**config.mk**
```make
export PLATFORM = sky130hd
export DESIGN_NAME = cv32e40p_obi_data_arbiter
export DESIGN_NICKNAME = d
export VERILOG_FILES = /design/src/rtl/cv32e40p_obi_arb_pkg.sv /design/src/rtl/cv32e40p_obi_arb_id_fifo.sv /design/src/rtl/cv32e40p_obi_data_arbiter.sv
export SDC_FILE = /design/constraint.sdc
export NUM_CORES = 1
export LEC_CHECK = 0
export BUFFER_PORTS_ARGS = -buffer_cell sky130_fd_sc_hd__buf_2
export CAP_MARGIN = 20
export CORE_AREA = 2 2 147 149
export DETAILED_ROUTE_END_ITERATION = 12
export DIE_AREA = 0 0 149 151
export GPL_TIMING_DRIVEN = 0
export PLACE_DENSITY = 0.45
export SLEW_MARGIN = 20
export SYNTH_ARGS = -nofsm -noshare
export SYNTH_HDL_FRONTEND = slang
export SYNTH_SLANG_ARGS = --single-unit
```
**constraint.sdc**
```tcl
create_clock -name clk_i -period 2.4 [get_ports clk_i]
set_clock_uncertainty 0.15 [all_clocks]
set_input_delay 0 -clock clk_i [delete_from_list [all_inputs] [get_ports clk_i]]
set_output_delay 0 -clock clk_i [all_outputs]
set_load 0.005 [all_outputs]
```
**src/rtl/cv32e40p_obi_arb_pkg.sv**
```systemverilog
// Shared types for the two-master OBI data-port arbiter: master IDs and the muxed request bundle.
// The request bundle carries up to OBI_ADDR_WIDTH address bits.
package cv32e40p_obi_arb_pkg;

  localparam int unsigned OBI_ADDR_WIDTH = 32;

  typedef logic master_id_t;

  localparam master_id_t M0 = 1'b0;
  localparam master_id_t M1 = 1'b1;

  typedef struct packed {
    logic [OBI_ADDR_WIDTH-1:0] addr;
    logic                      we;
    logic [3:0]                be;
    logic [31:0]               wdata;
  } obi_req_t;

  function automatic master_id_t other_master(input master_id_t id);
    return (id == M0) ? M1 : M0;
  endfunction

endpackage

```
**src/rtl/cv32e40p_obi_arb_id_fifo.sv**
```systemverilog
// In-order FIFO of granted master IDs; the head names the owner of the next slave response.
// Pushes while full and pops while empty are ignored.
module cv32e40p_obi_arb_id_fifo
  import cv32e40p_obi_arb_pkg::*;
#(
  parameter int unsigned DEPTH = 2
) (
  input  logic       clk_i,
  input  logic       rst_ni,
  input  logic       push_i,
  input  master_id_t push_id_i,
  input  logic       pop_i,
  output logic       full_o,
  output logic       empty_o,
  output master_id_t head_o
);

  localparam int unsigned PTR_W = (DEPTH > 1) ? $clog2(DEPTH) : 1;
  localparam int unsigned CNT_W = $clog2(DEPTH + 1);

  master_id_t       mem_r [DEPTH];
  logic [PTR_W-1:0] wr_ptr_r;
  logic [PTR_W-1:0] rd_ptr_r;
  logic [CNT_W-1:0] cnt_r;
  logic             push_s;
  logic             pop_s;

  function automatic logic [PTR_W-1:0] ptr_inc(input logic [PTR_W-1:0] p);
    return (p == PTR_W'(DEPTH - 1)) ? '0 : p + PTR_W'(1);
  endfunction

  assign full_o  = (cnt_r == CNT_W'(DEPTH));
  assign empty_o = (cnt_r == '0);
  assign push_s  = push_i & ~full_o;
  assign pop_s   = pop_i & ~empty_o;
  assign head_o  = mem_r[rd_ptr_r];

  // Pointer and occupancy bookkeeping
  always_ff @(posedge clk_i) begin
    if (!rst_ni) begin
      wr_ptr_r <= '0;
      rd_ptr_r <= '0;
      cnt_r    <= '0;
    end else begin
      if (push_s) wr_ptr_r <= ptr_inc(wr_ptr_r);
      if (pop_s)  rd_ptr_r <= ptr_inc(rd_ptr_r);
      case ({push_s, pop_s})
        2'b10:   cnt_r <= cnt_r + CNT_W'(1);
        2'b01:   cnt_r <= cnt_r - CNT_W'(1);
        default: cnt_r <= cnt_r;
      endcase
    end
  end

  // Storage; contents are only observed while the FIFO is non-empty
  always_ff @(posedge clk_i) begin
    if (push_s) mem_r[wr_ptr_r] <= push_id_i;
  end

endmodule

```
**src/rtl/cv32e40p_obi_data_arbiter.sv**
```systemverilog
// Two-master round-robin arbiter onto one OBI data port with in-order response routing.
// Optional grant counters are built when OBI_ARB_GRANT_CNT_EN is defined.
module cv32e40p_obi_data_arbiter
  import cv32e40p_obi_arb_pkg::*;
#(
  parameter int unsigned MAX_OUTSTANDING = 2,
  parameter int unsigned ADDR_WIDTH      = 32
) (
  input  logic                  clk_i,
  input  logic                  rst_ni,
  input  logic                  m0_req_i,
  output logic                  m0_gnt_o,
  input  logic [ADDR_WIDTH-1:0] m0_addr_i,
  input  logic                  m0_we_i,
  input  logic [3:0]            m0_be_i,
  input  logic [31:0]           m0_wdata_i,
  output logic                  m0_rvalid_o,
  output logic [31:0]           m0_rdata_o,
  input  logic                  m1_req_i,
  output logic                  m1_gnt_o,
  input  logic [ADDR_WIDTH-1:0] m1_addr_i,
  input  logic                  m1_we_i,
  input  logic [3:0]            m1_be_i,
  input  logic [31:0]           m1_wdata_i,
  output logic                  m1_rvalid_o,
  output logic [31:0]           m1_rdata_o,
  output logic                  s_req_o,
  input  logic                  s_gnt_i,
  output logic [ADDR_WIDTH-1:0] s_addr_o,
  output logic                  s_we_o,
  output logic [3:0]            s_be_o,
  output logic [31:0]           s_wdata_o,
  input  logic                  s_rvalid_i,
  input  logic [31:0]           s_rdata_i,
  output logic                  err_o,
  output logic [31:0]           cnt_m0_o,
  output logic [31:0]           cnt_m1_o
);

  obi_req_t   m0_bundle_s;
  obi_req_t   m1_bundle_s;
  obi_req_t   sel_bundle_s;
  master_id_t sel_s;
  master_id_t rr_r;
  master_id_t lock_id_r;
  master_id_t head_s;
  logic       lock_r;
  logic       lock_live_s;
  logic       err_r;
  logic       req_s;
  logic       grant_s;
  logic       full_s;
  logic       empty_s;

  assign m0_bundle_s = '{addr: OBI_ADDR_WIDTH'(m0_addr_i), we: m0_we_i, be: m0_be_i, wdata: m0_wdata_i};
  assign m1_bundle_s = '{addr: OBI_ADDR_WIDTH'(m1_addr_i), we: m1_we_i, be: m1_be_i, wdata: m1_wdata_i};

  assign lock_live_s = lock_r & ((lock_id_r == M1) ? m1_req_i : m0_req_i);

  // Master selection: a held (ungranted) request keeps the port, otherwise round-robin
  always_comb begin
    sel_s = M0;
    if (lock_live_s) begin
      sel_s = lock_id_r;
    end else if (m0_req_i && m1_req_i) begin
      sel_s = rr_r;
    end else if (m1_req_i) begin
      sel_s = M1;
    end else begin
      sel_s = M0;
    end
  end

  assign sel_bundle_s = (sel_s == M1) ? m1_bundle_s : m0_bundle_s;
  assign req_s        = (m0_req_i | m1_req_i) & ~full_s;
  assign grant_s      = req_s & s_gnt_i;

  assign s_req_o   = req_s;
  assign s_addr_o  = ADDR_WIDTH'(sel_bundle_s.addr);
  assign s_we_o    = sel_bundle_s.we;
  assign s_be_o    = sel_bundle_s.be;
  assign s_wdata_o = sel_bundle_s.wdata;
  assign m0_gnt_o  = grant_s & (sel_s == M0);
  assign m1_gnt_o  = grant_s & (sel_s == M1);

  assign m0_rvalid_o = s_rvalid_i & ~empty_s & (head_s == M0);
  assign m1_rvalid_o = s_rvalid_i & ~empty_s & (head_s == M1);
  assign m0_rdata_o  = s_rdata_i;
  assign m1_rdata_o  = s_rdata_i;
  assign err_o       = err_r;

  cv32e40p_obi_arb_id_fifo #(
    .DEPTH (MAX_OUTSTANDING)
  ) u_id_fifo (
    .clk_i     (clk_i),
    .rst_ni    (rst_ni),
    .push_i    (grant_s),
    .push_id_i (sel_s),
    .pop_i     (s_rvalid_i),
    .full_o    (full_s),
    .empty_o   (empty_s),
    .head_o    (head_s)
  );

  // Round-robin pointer, address-phase lock and sticky orphan-response flag
  always_ff @(posedge clk_i) begin
    if (!rst_ni) begin
      rr_r      <= M0;
      lock_r    <= 1'b0;
      lock_id_r <= M0;
      err_r     <= 1'b0;
    end else begin
      if (grant_s) rr_r <= other_master(sel_s);
      lock_r    <= req_s & ~s_gnt_i;
      lock_id_r <= sel_s;
      if (s_rvalid_i && empty_s) err_r <= 1'b1;
    end
  end

`ifdef OBI_ARB_GRANT_CNT_EN
  logic [31:0] cnt_m0_r;
  logic [31:0] cnt_m1_r;

  // Per-master grant counters, wrapping at 2^32
  always_ff @(posedge clk_i) begin
    if (!rst_ni) begin
      cnt_m0_r <= 32'h0;
      cnt_m1_r <= 32'h0;
    end else begin
      if (m0_gnt_o) cnt_m0_r <= cnt_m0_r + 32'd1;
      if (m1_gnt_o) cnt_m1_r <= cnt_m1_r + 32'd1;
    end
  end

  assign cnt_m0_o = cnt_m0_r;
  assign cnt_m1_o = cnt_m1_r;
`else
  assign cnt_m0_o = 32'h0;
  assign cnt_m1_o = 32'h0;
`endif

endmodule

```
==> impl_summary.txt <==
----------------------------------------------------
[Pwr]
  Part of the total power dissipated in sequential elements ... roughly 17%
  Worst ir drop on vdd ... about 0.00034 V
  Internal portion of total power ... roughly 1100 uW
  Portion of total power attributed to the clock network ... around 19%
  Switching power ... about 460 uW
  Combinational fraction of design power ... roughly 64%
  Switching share of power ... around 30%
  Leakage power figure ... about 0.0028 uW
  Power density of the placed cells ... around 330 nW/um^2

[Synthesis]
  Share of the yosys chip area belonging to registers ... around a tenth
  Synthesized netlist cell count ... between 200 and 300
  Warnings from Yosys ... 0
  Average size of a mapped cell ... 10.0 sq um
  Cell Area, Synth ... 2550 sq um
  Distinct cell type count after synthesis ... 29
  Seq cells post-synth ... 11

[Timing]
  Number of endpoints failing setup at the final stage ... 0
  Portion of the clock cycle consumed by the worst path in the final layout ... 79.7%
  Total count of max-transition violations in the final report ... 0
  Tightest slew margin relative to the limit ... 67.1%
  Transition time at the pin with the least slew margin ... around 0.5 ns
  Unrepaired setup endpoints after global routing ... false
  Minimum clock period after layout ... roughly 1.9 ns
  Max Clock Freq ... 522 MHz
  Endpoints failing hold ... 0
  Sum of negative setup slack ... 0 ns

[Placed design]
  HPWL after detailed placement ... 8590 microns
  Post-Place Cells ... ~870
  Quantity of I/O buffers inserted on ports ... around 280
  GPL Wtd Cong ... roughly 0.67

[Floorplan]
  Area enclosed by the die boundary ... approximately 22,000 sq um
  Vert. Die Dim ... about 150 microns
  Placement row count ... 53
  Standard cell core area ... ~21,000 sq um
  Width of the chip ... about 150 microns
  Count of pins on the block boundary ... between 300 and 400
  Effective utilization at floorplan ... between 10 and 15%

[Setup path]
  Cell Chain, Critical Path ... o21ai_0 > inv_1 > ha_1 > or3_1 > a21oi_1
  Crit-path leading delay family ... compound AO/OA/AOI/OAI gates
  Slowest cell delay on critical path ... approximately 0.42 ns
  Critical-path maximum fanout ... 5
  Worst path required time ... between 2 and 2.5 ns
  Endpoint kind of the worst setup timing path ... flip-flop
  Critical path arrival ... roughly 1.9 ns
  Startpoint kind of the worst setup timing path ... flip-flop
  CP max-delay cell ... o21ai_0
  Count of buffering cells on the critical path with inverters included ... 1
  Worst Setup Path Type ... reg -> reg

[Clock tree]
  Count of instances resized after the clock tree is built ... 0
  Sink count of the clock tree ... 11
  Worst-skew pair later-pin latency ... 0.23 ns
  Quantity of hold-fixing buffers added after cts ... 3
  Clk root buf ... clkbuf_16
  Number of H-tree branching levels ... 1
  Clk pin slew, worst setup/hold paths ... ~0.04 ns
  Number of clock buffers inserted by TritonCTS ... 3
  CTS tree ... yes
  Number of buffers added for setup after CTS ... 0
  Maximum count of clock buffers along a single path ... 2

[Drt]
  DR WL met2 ... 5200 microns
  Routed length on met3 ... 836 microns
  ANT nets after route ... 0
  Top routing layer in use ... met4
  Via count ... about 2.6k
  Met1 Wirelength ... approximately 3100 microns
  DRC violation count after routing ... 0
  Routed WL ... 9230 microns
  Number of detailed-routing iterations run before antenna repair ... 4
  WL per Instance ... 10.5 microns
  Avg Vias per Cell ... 3.00
  Number of DRC markers after the initial detailed-route iteration ... 26

[Layout]
  Most used cells in the layout excluding fill and tap cells ... buf_2, buf_4, conb_1
  Antenna fix cells ... 0
  Post-synthesis to final-layout area growth ... 82.4%
  Reg area ... approximately 240 sq um
  Share of final-layout standard cells stronger than drive strength 1 ... approximately four fifths
  Filler Cells Inserted ... ~2.3k
  Combined area of the multi-input logic cells ... about 1400 sq um
  Post-Layout Cell Count ... about 880
  Number of nets in the finished design ... a little under 800
  Most common library cell in the layout ignoring fill and taps ... buf_2

[Global route]
  Largest net degree at the start of global routing ... 12
  Total GRT Usage ... approximately 6.6%
  Global-route wire length before repair ... 11,800 microns
  Number of antenna violations at the first check in global routing ... 0
  Vias in the first global route ... about 2.3k
  Total grt overflow ... 0

[Run]
  Number of max-cap violations ... 0

[Min path]
  Worst hold path class ... in -> out

[Status]
  Outcome ... completed

----------------------------------------------------
## path summary, 6_finish.rpt
path | start | end | slack [ns] | cells past startpoint
min reg2reg | err_o | err_o | 0.32 | 2
max reg2reg | u_id_fifo.cnt_r[0] | u_id_fifo.cnt_r[1] | 0.49 | 5
max | u_id_fifo.cnt_r[0] | u_id_fifo.cnt_r[1] | 0.49 | 5
min | s_rdata_i[13] | m1_rdata_o[13] | 0.02 | 2
## cells in the mapped netlist (all sizes together)
master / instances / area, sq um
and2: 2 / 12.5
or3: 1 / 6.26
mux2: 69 / 983
ha: 1 / 12.5
a21oi: 2 / 10.0
nand2: 2 / 7.51
mux2i: 3 / 30.0
dfxtp: 9 / 180
nand3: 1 / 5.00
a31oi: 1 / 6.26
o21ai: 2 / 10.0
buf: 136 / 1090
xnor2: 1 / 8.76
nor3b: 1 / 7.51
nor2b: 2 / 12.5
a311oi: 1 / 15.0
xor2: 2 / 17.5
conb: 1 / 3.75
nor2: 9 / 33.8
edfxtp: 2 / 60.1
or2: 1 / 6.26
nand2b: 1 / 6.26
a21boi: 1 / 11.3
inv: 3 / 11.3
## kinds of logic after synthesis
kind of cell | synth area share [%]
buf+inv | 43.3
mux | 39.7
simple gates | 3.83
flops | 9.42
compound gates | 2.06
xor+xnor | 1.03
fa+ha+maj | 0.491
other cells | 0.147
## state kept, by name (all words and copies together) (netlist names), named ones only
signal              cells
err_o                   1
u_id_fifo.mem_r         2
lock_id_r               1
lock_r                  1
u_id_fifo.wr_ptr_r      1
u_id_fifo.rd_ptr_r      1
rr_r                    1
u_id_fifo.cnt_r         2
## final cells by class
type                    instances  share of cell area, %
multi-input cells             167                   31.0
repair buffers                285                   31.0
plain buffers                 136                   23.5
well taps                     275                   7.40
flip-flops and latches         11                   5.17
clock buffers                   4                   1.69
inverters                       3                  0.242
## routing by layer
layer  up-vias  GRT usage [%]
met1      1131           7.05
met4         0           1.00
li1       1351              -
met2       154           13.7
met3         4           1.17
met5         -              0
## per-stage QoR
| stage | hold WS, ns | power [uW] | utilization [%] | cell area, sq um | setup WS, ns |
|---|---|---|---|---|---|
| 6_report | 0.0156 | 1530 | 22.3 | 4650 | 0.486 |
| 5_1_grt | 0.0186 | 1650 | 22.3 | 4650 | 0.311 |
| 4_1_cts | 0.0166 | 1540 | 22.3 | 4650 | 0.466 |
| 3_5_place_dp | 0.0165 | 1240 | 21.8 | 4540 | 0.472 |
| 3_3_place_gp | 0.0169 | 1230 | 21.8 | 4540 | 0.468 |
| 2_1_floorplan | -0.0739 | 874 | - | 2790 | 0.655 |
## power groups by stage
stage / Clock (uW) / Sequential [uW] / Combinational (uW)
detailed placement: 0 / 267 / 971
CTS: 301 / 264 / 978
finish: 295 / 263 / 970
floorplan: 0 / 261 / 612
global placement: 0 / 266 / 968
global route: 313 / 271 / 1070
Note: power is estimated with default switching activity, not from simulation.
